### config.mk
export PLATFORM = sky130hd
export DESIGN_NAME = noc_tx_arb
export DESIGN_NICKNAME = d
export VERILOG_FILES = /design/src/rtl/noc_tx_arb.sv
export SDC_FILE = /design/constraint.sdc
export NUM_CORES = 1
export LEC_CHECK = 0
export ABC_AREA = 0
export CAP_MARGIN = 20
export CORE_MARGIN = 2
export CORE_UTILIZATION = 39
export CTS_CLUSTER_DIAMETER = 50
export DETAILED_ROUTE_END_ITERATION = 10
export GPL_TIMING_DRIVEN = 0
export PLACE_DENSITY = 0.86
export SETUP_SLACK_MARGIN = 0.3
export SLEW_MARGIN = 5
export SYNTH_ARGS = -nofsm -noshare
export SYNTH_HDL_FRONTEND = slang
export SYNTH_SLANG_ARGS = --single-unit
### constraint.sdc
create_clock -name clk -period 3.65 [get_ports clk]
set_input_delay 0.365 -clock clk [delete_from_list [all_inputs] [get_ports clk]]
set_output_delay 0.365 -clock clk [all_outputs]
set_load 0.005 [all_outputs]
### src/rtl/noc_tx_arb.sv
// noc_tx_arb: arbitrates NREQ byte-stream requesters onto one registered
// NoC byte channel (ctl + data). The winner keeps the channel until its
// last byte is accepted. Gaps inside a frame are sent as filler bytes
// (ctl=0, data=00) and flagged on underrun_err.
// Build option: define NOC_TX_RR_EN for round-robin arbitration. Without
// it, the lowest index wins.
module noc_tx_arb #(
  parameter int unsigned NREQ = 3
) (
  input  logic              clk,
  input  logic              rst,
  input  logic [NREQ-1:0]   req,
  input  logic [NREQ-1:0]   vld,
  input  logic [8*NREQ-1:0] data,
  input  logic [NREQ-1:0]   last,
  output logic [NREQ-1:0]   rdy,
  output logic              noc_from_dev_ctl,
  output logic [7:0]        noc_from_dev_data,
  output logic [1:0]        gnt_id,
  output logic              busy,
  output logic              underrun_err
);

  typedef enum logic {IDLE, SEND} state_e;

  state_e      state_q, state_d;
  logic [1:0]  gnt_q, gnt_d;
  logic        first_q, first_d;
  logic        ctl_q, ctl_d;
  logic [7:0]  data_q, data_d;
  logic        uerr_q, uerr_d;
`ifdef NOC_TX_RR_EN
  logic [1:0]  ptr_q, ptr_d;
`endif

  logic [NREQ-1:0] own_oh;
  logic            own_req, own_vld, own_last;
  logic [7:0]      own_data;
  logic [1:0]      win;
  logic            found;
  int unsigned     idx;

  // Select the current owner's request, handshake and byte.
  always_comb begin
    own_oh   = '0;
    own_data = '0;
    for (int unsigned i = 0; i < NREQ; i++) begin
      own_oh[i] = (gnt_q == 2'(i));
      if (own_oh[i]) own_data = data[8*i +: 8];
    end
    own_req  = |(req  & own_oh);
    own_vld  = |(vld  & own_oh);
    own_last = |(last & own_oh);
  end

  // Pick a winner: scan from the pointer (round-robin) or from index 0.
  always_comb begin
    win   = '0;
    found = 1'b0;
    idx   = 0;
    for (int unsigned k = 0; k < NREQ; k++) begin
`ifdef NOC_TX_RR_EN
      idx = (32'(ptr_q) + k) % NREQ;
`else
      idx = k;
`endif
      for (int unsigned j = 0; j < NREQ; j++) begin
        if (!found && j == idx && req[j]) begin
          win   = 2'(j);
          found = 1'b1;
        end
      end
    end
  end

  // Next-state, accept strobes and the next NoC byte.
  // A dropped req on the owner counts as an underrun, just like a low vld.
  always_comb begin
    state_d = state_q;
    gnt_d   = gnt_q;
    first_d = first_q;
    ctl_d   = 1'b1;
    data_d  = '0;
    uerr_d  = 1'b0;
    rdy     = '0;
`ifdef NOC_TX_RR_EN
    ptr_d   = ptr_q;
`endif
    case (state_q)
      IDLE: begin
        if (|req) begin
          gnt_d   = win;
          first_d = 1'b1;
          state_d = SEND;
        end
      end
      SEND: begin
        rdy = own_oh;
        if (own_vld && own_req) begin
          ctl_d   = first_q;
          data_d  = own_data;
          first_d = 1'b0;
          if (own_last) begin
            state_d = IDLE;
`ifdef NOC_TX_RR_EN
            ptr_d   = (gnt_q == 2'(NREQ-1)) ? '0 : gnt_q + 2'd1;
`endif
          end
        end else begin
          ctl_d  = 1'b0;
          uerr_d = 1'b1;
        end
      end
    endcase
  end

  // State and output registers; reset forces IDLE and a NOP on the channel.
  always_ff @(posedge clk or negedge rst) begin
    if (!rst) begin
      state_q <= IDLE;
      gnt_q   <= '0;
      first_q <= 1'b0;
      ctl_q   <= 1'b1;
      data_q  <= '0;
      uerr_q  <= 1'b0;
`ifdef NOC_TX_RR_EN
      ptr_q   <= '0;
`endif
    end else begin
      state_q <= state_d;
      gnt_q   <= gnt_d;
      first_q <= first_d;
      ctl_q   <= ctl_d;
      data_q  <= data_d;
      uerr_q  <= uerr_d;
`ifdef NOC_TX_RR_EN
      ptr_q   <= ptr_d;
`endif
    end
  end

  assign noc_from_dev_ctl  = ctl_q;
  assign noc_from_dev_data = data_q;
  assign gnt_id            = gnt_q;
  assign busy              = (state_q == SEND);
  assign underrun_err      = uerr_q;

endmodule
==> results of run 1 <==
[Yosys cell counts]
master	number
nand2_1	1
mux2i_1	11
dfstp_2	1
nor3b_1	2
a41oi_1	1
or3_1	1
a2bb2oi_2	2
inv_1	2
a21oi_1	3
a22oi_1	1
buf_2	2
nor3_1	1
a31o_1	1
nor2b_4	1
nor2_1	4
o21ai_0	1
dfrtp_1	13
nor4_1	8
a31oi_1	1
buf_4	1
buf_6	3
o2bb2ai_2	1
o2bb2ai_1	2
a2bb2oi_1	8
[kinds of logic after synthesis]
group           after synthesis  synth area share (%)
flops                        14                 43.23
simple gates                 18                 13.38
compound gates               21                 22.62
buf+inv                       8                 7.231
mux                          11                 13.54
[per-stage QoR]
stage / power [mW] / cells
detailed placement: 0.7221 / 149
floorplan: 0.5375 / 72
global route: 0.8611 / 153
finish: 0.8085 / 153
global placement: 0.7125 / 149
CTS: 0.8084 / 153
[layout by cell type (no fill, tap or decap)]
| cell type | instances |
|---|---|
| a21oi_1 | 3 |
| a22oi_1 | 1 |
| a2bb2oi_1 | 8 |
| a2bb2oi_2 | 2 |
| a31o_1 | 1 |
| a31oi_1 | 1 |
| a41oi_1 | 1 |
| buf_2 | 2 |
| buf_4 | 1 |
| buf_6 | 3 |
| clkbuf_1 | 1 |
| clkbuf_4 | 3 |
| clkdlybuf4s50_1 | 50 |
| dfrtp_1 | 13 |
| dfstp_2 | 1 |
| inv_1 | 2 |
| mux2i_1 | 11 |
| nand2_1 | 1 |
| nor2_1 | 4 |
| nor2b_4 | 1 |
| nor3_1 | 1 |
| nor3b_1 | 2 |
| nor4_1 | 8 |
| o21ai_0 | 1 |
| o2bb2ai_1 | 2 |
| o2bb2ai_2 | 1 |
| or3_1 | 1 |
[sequential cells by signal (all words and copies together) (netlist names)]
signal and count:
noc_from_dev_ctl 1, noc_from_dev_data 8, busy 1, first_q 1, gnt_id 2, underrun_err 1
[worst min-delay path by stage]
stage / end / cells past startpoint / startpoint / slack [ns]
final: noc_from_dev_data[2] / 1 / rst / 0.45
after floorplan: busy / 0 / rst / 0.07
after global routing: noc_from_dev_data[0] / 1 / rst / 0.49
after detailed placement: noc_from_dev_ctl / 1 / first_q / 0.50
after global placement: noc_from_dev_ctl / 1 / first_q / 0.50
after CTS: noc_from_dev_data[6] / 1 / rst / 0.47
[metal layers]
layer / GRT usage, % / share of wire [%]
met1: 22.69 / 43
met2: 31.78 / 48
met3: 3.939 / 5.8
met4: 8.796 / 2.3
met5: 0 / 0
[critical path, stage by stage, from the launching register on]
cell and delay (ns):
dfrtp_1 0.47, inv_1 0.17, buf_2 0.22, nor3b_1 0.21
clkdlybuf4s50_1 0.53
[cell type report]
cell class,instances,area (um^2),share of cell area (%)
Tap cell,27,33.78,2.459
Timing Repair Buffer,50,500.5,36.43
Buffer,6,51.30,3.734
Inverter,2,7.507,0.5464
Sequential cell,14,351.6,25.59
Multi-Input combinational cell,50,402.9,29.33
Clock buffer,4,26.28,1.913
[power groups by stage]
stage	Combinational [mW]	Sequential, mW	Clock [mW]
floorplan	0.319	0.219	0
global placement	0.498	0.214	0
detailed placement	0.507	0.215	0
CTS	0.508	0.213	0.0876
global route	0.546	0.217	0.0985
finish	0.507	0.213	0.0887
==> metrics.txt, run 1 <==
status finished, final reports clean; Final min period 2.239 ns; Chip Height 49.67 um; fin util 70.03%; clock root cell clkbuf_4; final worst slack 1.411 ns; final worst-path cycle share 61.35%; grt total ovfl 0; P_sw 286.3 uW; number of max-cap violations 0; Final Hold Viols 0; flop-to-flop setup slack 2.23 ns; Final setup viols 0; cts hold-fix bufs 0; TritonCTS buffer count 3; DRT Pass-1 Iters 4; I/O pin count 51; Post-Route Setup TNS 0 ns; Final ANT Viol Nets 0; number of remaining DRC errors 0; CTS tree yes; Reg-to-Reg Start gnt_id[1]; required time of the critical path 3.28 ns; Die X 49.67 um; Avg Vias per Cell 5.229; Slew Viols, Final 0; clk buf depth 2; Area Overhead vs Synth 68.92%; CP Launch Type flop; Fillers 163; fin nets 162; ranking of synthesized cells by area dfrtp_1 40%, mux2i_1 14%, a2bb2oi_1 8.6%; Logic pwr share 62.7%; largest net degree at the start of global routing 15; internal power 522.2 uW; share of the synthesized area in the top cell type 40.00%; Mapped Area 813.3 um^2; post-CTS resize count 0; initial antenna violation count 0; Setup crit end rdy[1]; Least-Margin Pin Slew 0.5782 ns; Clock power frac 11.0%; DP HPWL 1.773 mm; clk slew on worst S/H paths 0.08 ns; IO buf count 50; Post-Place Cell Area 1348 um^2; RSZ-0062 raised after global routing false; Final Routed Wirelength 2.152 mm; # diodes 0; peak supply drop 0.0003808 V; die area 2467 um^2; Crit path arrival time 1.87 ns; Lkg Pwr 0.5603 nW; global-route wire length before repair 3.498 mm; WS Path Type flop to primary output; clk sinks 14; Worst Path Max Fanout 10; Critical Path Start busy; Placer Congestion 0.7553; First DRT Iteration DRCs 20; sequential share of the synthesized area 43.23%; post-CTS setup buffer count 0; Cell Pwr Density 588.5 nW/um^2; Reg-to-Reg End noc_from_dev_data[7]; relative slew slack 61.33%; Total GRT Usage 18.81%; highest clock rate 446.6 MHz; Post-Syn Nets 107; Cell Rows 16; Sequential Power Share 26.3%; largest area contributor in the netlist dfrtp_1; Avg Inst Size Synth 11.30 um^2; pre-CTS setup slack 1.714 ns; clock skew 0.006574 ns; hold crit path type input pin to asynchronous set/reset pin; core area 1962 um^2; vias in the first global route 783; Cell variety after synth 24; clock latency on the worst-skew pair 0.28 ns; htree depth 1; Initial Util 41.45%; Hold WS 0.4515 ns; Setup crit end kind primary output; cell area after layout 1374 um^2; vias 800; share of post-route cells with drive strength above 1 11.11%; cell count after synthesis 72; YS warnings 0; Synth Register Bits 14; Worst Reg-to-Reg Cells 4; switching part of the total power 35.41%; DR WL/cell 14.07 um
Power figures use the tool's default switching activity.
==> run 2: changes to the inputs <==
--- a/config.mk
+++ b/config.mk
@@ -8,11 +8,11 @@
 export ABC_AREA = 0
 export CAP_MARGIN = 20
 export CORE_MARGIN = 2
-export CORE_UTILIZATION = 39
+export CORE_UTILIZATION = 36
 export CTS_CLUSTER_DIAMETER = 50
 export DETAILED_ROUTE_END_ITERATION = 10
 export GPL_TIMING_DRIVEN = 0
-export PLACE_DENSITY = 0.86
+export PLACE_DENSITY = 0.8
 export SETUP_SLACK_MARGIN = 0.3
 export SLEW_MARGIN = 5
 export SYNTH_ARGS = -nofsm -noshare
==> constraint.sdc (replaced) <==
create_clock -name clk -period 2.1 [get_ports clk]
set_input_delay 0.21 -clock clk [delete_from_list [all_inputs] [get_ports clk]]
set_output_delay 0.21 -clock clk [all_outputs]
set_load 0.005 [all_outputs]
==> metrics.txt, run 2 (same netlist as run 1, synthesis figures left out) <==
peak supply drop 0.0006191 V (+63%); Reg-to-Reg Start gnt_id[1]; Final Hold Viols 0 (unchanged); clock skew 0.0004777 ns (-0.006096 ns); die area 2655 um^2 (+7.7%); clk buf depth 2 (unchanged); DR WL/cell 14.15 um (+0.64%); fin nets 163 (+0.62%); Worst Reg-to-Reg Cells 4 (unchanged); Final ANT Viol Nets 0 (unchanged); global-route wire length before repair 3.443 mm (-1.6%); Hold WS 0.2973 ns (-0.1543 ns); clk sinks 14 (unchanged); Area Overhead vs Synth 72.92%; Least-Margin Pin Slew 0.6042 ns (+0.02592 ns); Initial Util 37.49% (-4.0 points); RSZ-0062 raised after global routing false; Post-Route Setup TNS 0 ns (unchanged); htree depth 1 (unchanged); flop-to-flop setup slack 0.68 ns (-1.55 ns); most frequent cells in the layout 47 x clkdlybuf4s50_1, 12 x dfrtp_1, 11 x mux2i_1; Slew Viols, Final 0 (unchanged); initial antenna violation count 0 (unchanged); TritonCTS buffer count 3 (unchanged); most common cell after layout, fill and taps aside clkdlybuf4s50_1; CP max stage cell dfrtp_1; CTS tree yes; IO buf count 50 (unchanged); clock root cell clkbuf_4; Lkg Pwr 0.5919 nW (+5.6%); Critical Path Start gnt_id[1]; CP Launch Type flop; Reg-to-Reg End noc_from_dev_data[3]; number of max-cap violations 0 (unchanged); clock latency on the worst-skew pair 0.29 ns (about the same); First DRT Iteration DRCs 5 (-75%); max reg flops 8 (unchanged); required time of the critical path 1.89 ns (-1.39 ns); Max stage delay on crit path 0.36 ns (-0.17 ns); vias in the first global route 777 (-0.77%); final worst-path cycle share 76.93%; DRT Pass-1 Iters 4 (unchanged); CP Cell Sequence buf_6 -> buf_6 -> nor3b_1 -> dlygate4sd2_1; Chip Height 51.53 um (+3.8%); fin util 64.82% (-5.2 points); cts hold-fix bufs 0 (unchanged); hold crit path type input pin to asynchronous set/reset pin; relative slew slack 59.60% (-1.7 points); Worst Path Max Fanout 10 (unchanged); highest clock rate 619.0 MHz; Cell Pwr Density 1037 nW/um^2 (+76%); Post-Place Cell Area 1349 um^2 (about the same); vias 824 (+3.0%); Final setup viols 0 (unchanged); status finished, final reports clean; CP dominant cell by count buf_6; Crit path arrival time 1.41 ns (-0.46 ns); PnR Total Power 1.459 mW (+80%); Avg Vias per Cell 5.316 (+1.7%); Total GRT Usage 17.61% (-1.2 points); Final Routed Wirelength 2.194 mm (+2.0%); largest net degree at the start of global routing 15 (unchanged); cell area after layout 1406 um^2 (+2.4%); share of post-route cells with drive strength above 1 13.39% (+2.3 points); Die X 51.53 um (+3.8%); I/O pin count 51 (unchanged); WS Path Type flop to primary output; Cell Rows 17 (+1); grt total ovfl 0 (unchanged); clk slew on worst S/H paths 0.08 ns (about the same); DP HPWL 1.735 mm (-2.1%); Setup crit end kind primary output; core area 2170 um^2 (+11%); Final min period 1.616 ns; Setup crit end rdy[2]; # diodes 0 (unchanged); Fillers 190 (+17%); number of remaining DRC errors 0 (unchanged); Placer Congestion 0.7376 (-2.3%)
-- run 2: cell count changes in the layout (fill, tap and decap cells not counted), sizes merged --
cell	before	now
buf	6	7
clkdlybuf4s50	50	47
dlygate4sd2	0	2
dlymetal6s2s	0	1
-- run 2: stage by stage --
| stage | cells | setup WS (ns) |
|---|---|---|
| after floorplan | 72 | 0.8206 |
| after global placement | 150 | 0.3473 |
| after detailed placement | 150 | 0.3178 |
| after CTS | 155 | 0.1860 |
| after global routing | 155 | 0.3612 |
| final | 155 | 0.4845 |
-- run 2: how the worst min path moves through the flow --
stage	start	to	slack [ns]	cells past startpoint
after global placement	first_q	noc_from_dev_ctl	0.51	1
final	rst	noc_from_dev_data[3]	0.30	1
after detailed placement	first_q	noc_from_dev_ctl	0.51	1
after CTS	rst	first_q	0.31	1
after global routing	rst	noc_from_dev_data[5]	0.36	1
after floorplan	rst	busy	-0.09	0
-- run 2: area by class of cell --
type / instances / area, um^2 / area share (%)
Timing Repair Buffer: 51 / 508.0 / 36.12
Sequential cell: 14 / 352.8 / 25.09
Tap cell: 28 / 35.03 / 2.491
Buffer: 6 / 63.81 / 4.537
Clock buffer: 4 / 36.28 / 2.580
Inverter: 2 / 7.507 / 0.5338
Multi-Input combinational cell: 50 / 402.9 / 28.65
-- run 2: power by group --
part / internal [mW] / switching, mW / total [mW] / leakage, nW
Sequential: 0.340 / 0.0274 / 0.368 / 0.174
Combinational: 0.504 / 0.393 / 0.897 / 0.397
Clock: 0.106 / 0.0885 / 0.194 / 0.0210
Total: 0.950 / 0.509 / 1.46 / 0.592
-- run 2: routing by layer --
layer	global-route usage (%)	vias to the layer above	wire length, um
met1	21.00	385	896
met2	31.41	42	1105
met5	0	-	0
li1	-	392	-
met3	1.437	5	142
met4	9.211	0	49
-- run 2: worst max-delay path, delay by kind of cell (launching register included) --
family	cells	cell delay (ns)
buf+inv	3	0.58
flops	1	0.36
simple gates	1	0.17
-- run 2: timing repair --
| item | 4_1_cts | 5_1_grt |
|---|---|---|
| pin swaps | 0 | 0 |
| endpoints found under the setup margin | 3 | 1 |
| resized for setup | 7 | 1 |
| setup buffers | 1 | 0 |
